**src/rtl/gshare_btb_if.sv**
```systemverilog
// Fetch-side lookup and resolved-branch update signals of the gshare/BTB predictor.
// The predictor takes the slave side and the fetch/resolve logic takes the master side.
interface gshare_btb_if #(
  parameter int ADDR_W = 32,
  parameter int HIST_W = 6
);
  logic              rdy_in;
  logic [ADDR_W-1:0] pc_in;
  logic              fire_in;
  logic [ADDR_W-1:0] next_pc_out;
  logic              taken_out;
  logic              hit_out;
  logic [HIST_W-1:0] hist_out;
  logic              write_enable;
  logic [ADDR_W-1:0] write_pc;
  logic [ADDR_W-1:0] write_target;
  logic              write_taken;
  logic [HIST_W-1:0] write_hist;
  logic              write_mispredict;

  modport slave (
    input  rdy_in, pc_in, fire_in,
    input  write_enable, write_pc, write_target, write_taken, write_hist, write_mispredict,
    output next_pc_out, taken_out, hit_out, hist_out
  );

  modport master (
    output rdy_in, pc_in, fire_in,
    output write_enable, write_pc, write_target, write_taken, write_hist, write_mispredict,
    input  next_pc_out, taken_out, hit_out, hist_out
  );
endinterface

```
**src/rtl/gshare_btb_predictor.sv**
```systemverilog
// Direct-mapped BTB plus gshare pattern table with a speculative global history register.
// Lookup is combinational; training, history shift and mispredict recovery happen on the clock edge.
module gshare_btb_predictor #(
  parameter int ADDR_W = 32,
  parameter int IDX_W  = 6,
  parameter int TAG_W  = 8,
  parameter int CNT_W  = 2,
  parameter int HIST_W = 6
) (
  input  logic            clk_in,
  input  logic            rstn_in,
  gshare_btb_if.slave     bus
);

  localparam int ENTRIES = 1 << IDX_W;
  localparam logic [CNT_W-1:0] CNT_INIT = CNT_W'((1 << (CNT_W - 1)) - 1);
  localparam logic [CNT_W-1:0] CNT_MAX  = {CNT_W{1'b1}};
  localparam logic [CNT_W-1:0] CNT_ZERO = {CNT_W{1'b0}};

  // Widening by one bit keeps the shift legal when the history is a single bit.
  function automatic logic [HIST_W-1:0] shift_hist(input logic [HIST_W-1:0] hist,
                                                    input logic            bit_in);
    logic [HIST_W:0] ext;
    ext = {hist, bit_in};
    return ext[HIST_W-1:0];
  endfunction

  function automatic logic [CNT_W-1:0] sat_update(input logic [CNT_W-1:0] cnt,
                                                  input logic            up);
    logic [CNT_W-1:0] res;
    if (up) begin
      res = (cnt == CNT_MAX) ? cnt : cnt + CNT_W'(1);
    end else begin
      res = (cnt == CNT_ZERO) ? cnt : cnt - CNT_W'(1);
    end
    return res;
  endfunction

  logic [ENTRIES-1:0] valid_q, valid_d;
  logic [TAG_W-1:0]   tag_q    [ENTRIES];
  logic [TAG_W-1:0]   tag_d    [ENTRIES];
  logic [ADDR_W-1:0]  target_q [ENTRIES];
  logic [ADDR_W-1:0]  target_d [ENTRIES];
  logic [CNT_W-1:0]   pht_q    [ENTRIES];
  logic [CNT_W-1:0]   pht_d    [ENTRIES];
  logic [HIST_W-1:0]  ghr_q, ghr_d;

  logic [IDX_W-1:0]   rd_idx_s, rd_pht_idx_s, wr_idx_s, wr_pht_idx_s;
  logic [TAG_W-1:0]   rd_tag_s, wr_tag_s;
  logic               hit_s, taken_s;

  assign rd_idx_s     = bus.pc_in[IDX_W+1:2];
  assign rd_tag_s     = bus.pc_in[IDX_W+TAG_W+1:IDX_W+2];
  assign rd_pht_idx_s = rd_idx_s ^ IDX_W'(ghr_q);
  assign wr_idx_s     = bus.write_pc[IDX_W+1:2];
  assign wr_tag_s     = bus.write_pc[IDX_W+TAG_W+1:IDX_W+2];
  assign wr_pht_idx_s = wr_idx_s ^ IDX_W'(bus.write_hist);

  // Lookup reads only registered state, so a same-cycle update shows up one cycle later.
  assign hit_s   = valid_q[rd_idx_s] && (tag_q[rd_idx_s] == rd_tag_s);
  assign taken_s = hit_s && pht_q[rd_pht_idx_s][CNT_W-1];

  assign bus.hit_out     = hit_s;
  assign bus.taken_out   = taken_s;
  assign bus.next_pc_out = taken_s ? target_q[rd_idx_s] : bus.pc_in + ADDR_W'(4);
  assign bus.hist_out    = ghr_q;

  // Next-state for BTB, PHT and GHR; rdy_in low holds everything.
  always_comb begin
    valid_d  = valid_q;
    tag_d    = tag_q;
    target_d = target_q;
    pht_d    = pht_q;
    ghr_d    = ghr_q;
    if (bus.rdy_in) begin
      if (bus.write_enable) begin
        valid_d[wr_idx_s]  = 1'b1;
        tag_d[wr_idx_s]    = wr_tag_s;
        target_d[wr_idx_s] = bus.write_target;
        pht_d[wr_pht_idx_s] = sat_update(pht_q[wr_pht_idx_s], bus.write_taken);
      end else begin
        valid_d = valid_q;
      end
      // Recovery rebuilds history from the branch's own fetch-time snapshot.
      if (bus.write_enable && bus.write_mispredict) begin
        ghr_d = shift_hist(bus.write_hist, bus.write_taken);
      end else if (bus.fire_in && hit_s) begin
        ghr_d = shift_hist(ghr_q, taken_s);
      end else begin
        ghr_d = ghr_q;
      end
    end else begin
      ghr_d = ghr_q;
    end
  end

  // Valid bits, counters and history clear asynchronously.
  always_ff @(posedge clk_in or negedge rstn_in) begin
    if (!rstn_in) begin
      valid_q <= '0;
      ghr_q   <= '0;
      for (int i = 0; i < ENTRIES; i++) begin
        pht_q[i] <= CNT_INIT;
      end
    end else begin
      valid_q <= valid_d;
      ghr_q   <= ghr_d;
      pht_q   <= pht_d;
    end
  end

  // Tag and target storage carries no reset; valid bits gate their use.
  always_ff @(posedge clk_in) begin
    tag_q    <= tag_d;
    target_q <= target_d;
  end

endmodule

```
**src/flat_wrapper.sv**
```systemverilog
// flat-port wrapper written by rule: the top's interface ports become plain ports
module gshare_btb_predictor_flat 
#(
  parameter int ADDR_W = 32,
  parameter int IDX_W  = 6,
  parameter int TAG_W  = 8,
  parameter int CNT_W  = 2,
  parameter int HIST_W = 6
)
  (clk_in, rstn_in, bus_rdy_in, bus_pc_in, bus_fire_in, bus_write_enable, bus_write_pc, bus_write_target, bus_write_taken, bus_write_hist, bus_write_mispredict, bus_next_pc_out, bus_taken_out, bus_hit_out, bus_hist_out);
  gshare_btb_if #(.ADDR_W(ADDR_W), .HIST_W(HIST_W)) bus_i ();
  input  logic clk_in;
  input  logic rstn_in;
  input wire logic [$bits(bus_i.rdy_in)-1:0] bus_rdy_in;
  input wire logic [$bits(bus_i.pc_in)-1:0] bus_pc_in;
  input wire logic [$bits(bus_i.fire_in)-1:0] bus_fire_in;
  input wire logic [$bits(bus_i.write_enable)-1:0] bus_write_enable;
  input wire logic [$bits(bus_i.write_pc)-1:0] bus_write_pc;
  input wire logic [$bits(bus_i.write_target)-1:0] bus_write_target;
  input wire logic [$bits(bus_i.write_taken)-1:0] bus_write_taken;
  input wire logic [$bits(bus_i.write_hist)-1:0] bus_write_hist;
  input wire logic [$bits(bus_i.write_mispredict)-1:0] bus_write_mispredict;
  output wire logic [$bits(bus_i.next_pc_out)-1:0] bus_next_pc_out;
  output wire logic [$bits(bus_i.taken_out)-1:0] bus_taken_out;
  output wire logic [$bits(bus_i.hit_out)-1:0] bus_hit_out;
  output wire logic [$bits(bus_i.hist_out)-1:0] bus_hist_out;
  assign bus_i.rdy_in = bus_rdy_in;
  assign bus_i.pc_in = bus_pc_in;
  assign bus_i.fire_in = bus_fire_in;
  assign bus_i.write_enable = bus_write_enable;
  assign bus_i.write_pc = bus_write_pc;
  assign bus_i.write_target = bus_write_target;
  assign bus_i.write_taken = bus_write_taken;
  assign bus_i.write_hist = bus_write_hist;
  assign bus_i.write_mispredict = bus_write_mispredict;
  assign bus_next_pc_out = bus_i.next_pc_out;
  assign bus_taken_out = bus_i.taken_out;
  assign bus_hit_out = bus_i.hit_out;
  assign bus_hist_out = bus_i.hist_out;
  gshare_btb_predictor #(.ADDR_W(ADDR_W), .IDX_W(IDX_W), .TAG_W(TAG_W), .CNT_W(CNT_W), .HIST_W(HIST_W)) u_core (.clk_in(clk_in), .rstn_in(rstn_in), .bus(bus_i));
endmodule
```
**config.mk**
```make
export PLATFORM = sky130hd
export DESIGN_NAME = gshare_btb_predictor_flat
export DESIGN_NICKNAME = d
export VERILOG_FILES = /design/src/rtl/gshare_btb_if.sv /design/src/rtl/gshare_btb_predictor.sv /design/src/flat_wrapper.sv
export SDC_FILE = /design/constraint.sdc
export NUM_CORES = 2
export LEC_CHECK = 0
export BUFFER_PORTS_ARGS = -buffer_cell sky130_fd_sc_hd__buf_4
export CORE_MARGIN = 5
export CORE_UTILIZATION = 40
export CTS_CLUSTER_DIAMETER = 200
export CTS_CLUSTER_SIZE = 10
export DETAILED_ROUTE_END_ITERATION = 10
export HOLD_SLACK_MARGIN = 0.1
export REMOVE_ABC_BUFFERS = 1
export SLEW_MARGIN = 20
export SYNTH_ARGS = -nofsm -noshare
export SYNTH_HDL_FRONTEND = slang
export SYNTH_SLANG_ARGS = --single-unit
```
**constraint.sdc**
```tcl
create_clock -name clk_in -period 4.7 [get_ports clk_in]
set_input_delay 0 -clock clk_in [delete_from_list [all_inputs] [get_ports clk_in]]
set_output_delay 0 -clock clk_in [all_outputs]
set_load 0.05 [all_outputs]
```
Word level (Yosys, flattened, before mapping). Cells that the tools add are included.

Latch bits: 0. Memories: 0. Bits in read-only memories: 0. Output and inout bits: 40. Word-level logic and storage cells: 259. Bits of input ports: 109. Bits in writable memories: 0. Register bits after elaboration: 2758.

Add/subtract/negate cells: 3. Multiply operators: 0. Shift operators: 0. Div/mod/pow operators: 0. Order comparisons: 9. Equal/unequal tests: 2. Reduce and logical (&&, ||, !) cells: 11. Bitwise operators: 7. Muxes and demuxes: 33.

Operators by type and width (count): $bwmux W2048 (1); $bwmux W512 (1); $bmux W32 S6 (1); $demux W32 S6 (1); $bwmux W128 (1); $mux W32 (4); $or A64 B64 Y64 (1); $bmux W8 S6 (1); $demux W8 S6 (1); $add A32 B3 Y32 const B (1); $ge A7 B7 Y1 const B (4); $not A6 Y7 (4); $bmux W2 S6 (2); $mux W8 (3); $mux W2 (10); $lt A6 B7 Y1 const B (2); $lt A7 B1 Y1 const B (2); $demux W2 S6 (1); $mux W6 (2); $xor A6 B6 Y6 (2); $eq A8 B8 Y1 (1); $logic_and A1 B1 Y1 (7); $bmux W1 S6 (1); $demux W1 S6 (1); other kinds (8) (10).

Longest topological paths before layout.
Depth in word-level cells: 11. Gate-level depth with buffers: 15. Depth with buffers taken out: 9.

Worst setup path after synthesis. OpenSTA, ideal clock, no wires.

Path type: register to output. Start point: register u_core.ghr_q[0] (netlist: u_core.bus.hist_out[0]). End point: output port bus_next_pc_out[7]. Data required time: 4700 ps. Path buffers: 2. Stages on the path, launching flop included: 10. Path slack: 593 ps. Data arrival time: 4107 ps. Path through: dfrtp_1 xor2_1 buf_4 mux4_2 mux4_2 a211oi_1 a21oi_1 nand4_2 buf_4 mux2i_1.

Longest elaborated chain between the ends: 7.

RTL lines: start: declaration (RTL line gshare_btb_predictor.sv:46) `logic [HIST_W-1:0] ghr_q, ghr_d;`; start signal: assignment (RTL line gshare_btb_predictor.sv:107) `ghr_q <= ghr_d;`; $xor A6 B6 Y6 (RTL line gshare_btb_predictor.sv:54) `assign rd_pht_idx_s = rd_idx_s ^ IDX_W'(ghr_q);`; $not A6 Y7 (implied by the code) (RTL line gshare_btb_predictor.sv:61) `assign taken_s = hit_s && pht_q[rd_pht_idx_s][CNT_W-1];`; $bmux W2 S6 (RTL line gshare_btb_predictor.sv:61); $mux W2 (implied by the code) (2 in series) (RTL line gshare_btb_predictor.sv:61); $logic_and A1 B1 Y1 (RTL line gshare_btb_predictor.sv:61); $mux W32 (RTL line gshare_btb_predictor.sv:65) `assign bus.next_pc_out = taken_s ? target_q[rd_idx_s] : bus.pc_in + ADDR_W'(4);`; end: declaration (RTL line flat_wrapper.sv:23) `output wire logic [$bits(bus_i.next_pc_out)-1:0] bus_next_pc_out;`.

No other way between the ends. The select of a mux whose other input is x is not followed.

Worst setup path in the final report.
Start point: register u_core.tag_q[416] in the netlist's numbering. End point: output port bus_next_pc_out[1].

Longest elaborated chain between the ends: 7.

RTL lines: start: declaration (RTL line gshare_btb_predictor.sv:40) `logic [TAG_W-1:0] tag_q [ENTRIES];`; start signal: assignment (RTL line gshare_btb_predictor.sv:114) `tag_q <= tag_d;`; $bmux W8 S6 (RTL line gshare_btb_predictor.sv:60) `assign hit_s = valid_q[rd_idx_s] && (tag_q[rd_idx_s] == rd_tag_s);`; $mux W8 (implied by the code) (2 in series) (RTL line gshare_btb_predictor.sv:60); $eq A8 B8 Y1 (RTL line gshare_btb_predictor.sv:60); $logic_and A1 B1 Y1 (RTL line gshare_btb_predictor.sv:60); $logic_and A1 B1 Y1 (RTL line gshare_btb_predictor.sv:61); $mux W32 (RTL line gshare_btb_predictor.sv:65).

No other way between the ends. The select of a mux whose other input is x is not followed.

==> flow_summary.ini <==
[outcome]
outcome = completed

[flow_run]
drv_cap = 0

[floorplan]
die_area_um2 = 281000
boundaryPins = 149
coreArea_um2 = 268000
row_count = 190
initial_utilization = 0.402
die_h_um = 530
die_w_um = 530

[routing]
wire_per_inst_um = 34.9
dr.pass1.iters = 5
vias = 55200
wl_um = 316000
drt-initial-drc-count = 7349
drcViolationCount = 0
antenna_left = 0
vias_per_cell = 6.10

[clocking]
cts_root_buf = clkbuf_16
htree_levels = 5
clock_path_buffers = 4
cts_tree = built
clock_sinks = 2758
clk-insertion-delay-late_ps = 970
cts.clk_slew.worst_paths_ps = 60
cts_made_buffers = 325

[pwr]
vdd_drop_max_uv = 385
p_total_mw = 52.7
power_density_nw_per_um2 = 422
p_leak_nw = 39.8

[timing]
min_period_over_period = 0.984
slew_violations = 0
setup-violations-final = 0
worst_slack_ps = 74.7
fmax_mhz = 216
tns_ps = 0
worstMarginPinSlew_ps = 1200
skew_ps = 85.2
hold_violations = 0
post-route-min-period_ps = 4630
slew_headroom = 0.194

[placement]
gp_congestion = 0.869
hpwl_um = 172000
preCtsSetupSlack_ps = 608
port_buffers = 130
placed_area_um2 = 115000

[global_route]
grt_overflow_total = 0
antenna_found_initial = 22
grt_pass1_vias = 55400
grt_pass1_wl_um = 440000
grt_max_degree = 124
grt_use_total = 0.223

[logic_synthesis]
yosysUniqueCellTypes = 75
async_flop_share = 0.0718
syn_inst = 4900
synth_edf_count = 2560
synth-seq-area-share = 0.758
syn_area_um2 = 108000
ys_warn_count = 0
synth_flop_cell = edfxtp_1
ys_ff_latch = 2758
syn_avg_cell_area_um2 = 22.0

[worst_hold_path]
min_path_type = input port to flop
holdPathStages = 2

[worst_setup_path]
reg2reg_depth = 12
crit_arrival_ps = 4630
crit_type = flop to output pin
required_ps = 4700
crit_chain = mux4_2, o22ai_1, a311oi_1, o211ai_1, xor2_1, nand3_1, nor3b_2, nand4_4, buf_16, buf_16, mux2_4, buf_6
cp_slowest_cell = mux4_2
critPathCaptureType = output pin
crit_top_cell = buf_16
worst-path-max-fanout = 8
max_stage_delay_ps = 530
start_kind = flop

[final_layout]
multi_input_area_um2 = 25500
fill_cells = 22000
finalNetCount = 5548
final_core_util = 0.465
regArea_um2 = 81900
drive_gt1_frac = 0.327
final_cell_area_um2 = 125000
syn_to_final_growth_pct = 15.6
layout make-up:
| cell class | instances | share of cell area |
|---|---|---|
| well taps | 3552 | 0.0356 |
| clock buffers | 369 | 0.0671 |
| inverters | 11 | 0.000411 |
| flip-flops and latches | 2758 | 0.656 |
| repair buffers | 461 | 0.0354 |
| diodes | 9 | 0.000180 |
| clock inverters | 10 | 0.000992 |
| multi-input cells | 1881 | 0.204 |
stage by stage:
stage | hold WS (ps) | std cells
2_1_floorplan | -296 | 4650
3_5_place_dp | 209 | 8560
6_report | 145 | 9051
5_1_grt | 155 | 9047
4_1_cts | 103 | 9039
3_3_place_gp | 198 | 8560
state kept, by name (all words and copies together), names as in the netlist:
register,flops
u_core.pht_q,128
u_core.bus.hist_out,6
u_core.valid_q,64
u_core.target_q,2048
u_core.tag_q,512
per-layer routing:
metal / vias to the layer above / track usage / wire length [um]
met4: 6 / 0.0828 / 12800
met3: 568 / 0.0415 / 27000
met5: - / 0 / 34
li1: 21600 / - / -
met1: 30100 / 0.317 / 127000
met2: 2916 / 0.348 / 148000
power by group:
| group | switching, mW | leakage (nW) | total (mW) | internal [mW] |
|---|---|---|---|---|
| Combinational | 2.17 | 10.2 | 3.70 | 1.54 |
| Sequential | 0.243 | 25.5 | 27.5 | 27.3 |
| Clock | 9.06 | 4.16 | 21.5 | 12.4 |
| Total | 11.5 | 39.8 | 52.7 | 41.2 |
worst max-delay path: cells and delay by family, from the launching register on:
family | cells | cell delay (ps)
simple gates | 3 | 680
mux | 2 | 840
xor+xnor | 1 | 220
flops | 1 | 380
buf+inv | 3 | 600
compound gates | 3 | 860
cells in the mapped netlist, drive strengths merged, types with 12 or more instances:
cell type,count,share of area
a21oi,24,0.0011
a22oi,22,0.0015
buf,156,0.0077
clkbuf,94,0.0033
dfrtp,134,0.031
dfstp,64,0.016
edfxtp,2560,0.71
mux2,56,0.0062
mux2i,77,0.0071
mux4,809,0.17
nand2,266,0.0092
nand3,43,0.0020
nand4,16,0.00098
nor2,111,0.0039
nor2b,12,0.00070
o21ai,76,0.0035
o22ai,39,0.0023
o31ai,68,0.0047
or2,64,0.0037
xnor2,33,0.0027
xor2,17,0.0014
cells by family after synthesis:
logic type | synth area share
AO/OA/AOI/OAI | 0.0188
XOR/XNOR | 0.00405
adder cells (fa/ha/maj) | 0.000209
buffers and inverters | 0.0114
flip-flops | 0.758
multiplexers | 0.182
AND/OR/NAND/NOR | 0.0252
worst paths after layout:
path / from / slack, ps / to
hold / removal: bus_write_target[17] / 140 / u_core.target_q[657]
setup / recovery: u_core.tag_q[416] / 70 / bus_next_pc_out[1]
min in group asynchronous: rstn_in / 400 / u_core.pht_q[84]
setup reg to reg: u_core.tag_q[425] / 580 / u_core.bus.hist_out[4]
hold reg to reg: u_core.valid_q[24] / 460 / u_core.valid_q[24]
max in group asynchronous: rstn_in / 3540 / u_core.valid_q[57]
placed cells by master (no fill, tap or decap), types with 6 or more instances in the layout:
cell,synthesis,routed
nand2b_1,6,6
and3_1,8,8
nor2_4,0,65
nor2b_1,12,12
mux2_2,47,39
buf_6,8,12
and2_1,6,6
nand3b_1,7,7
inv_1,8,7
dfstp_2,64,64
mux2i_1,77,76
a22oi_1,22,22
clkbuf_1,94,40
a2111oi_0,8,7
dlygate4sd3_1,0,91
dfrtp_1,134,133
nor3_1,11,11
edfxtp_1,2560,2560
a31oi_1,8,8
diode_2,0,9
nor2_1,111,46
xnor2_1,33,31
a221oi_1,11,10
buf_12,0,45
a32oi_1,6,6
or2_2,64,64
o22ai_1,39,39
nand4_1,15,15
clkbuf_16,0,329
mux4_2,809,809
xor2_1,17,14
nand2_1,266,266
a21oi_1,23,21
mux2_4,9,17
o21ai_0,75,75
o31ai_1,68,68
nand3_1,42,42
buf_4,20,304
what timing repair did:
action / in CTS / in global routing
setup buffers: 5 / 1
endpoints found under the hold margin: 3021 / 0
hold buffers: 93 / 0
pin swaps: 1 / 3
cloned: 2 / 0
gates resized for setup: 11 / 22
endpoints found under the setup margin: 32 / 29
No activity file was read; power rests on OpenSTA's default activity.
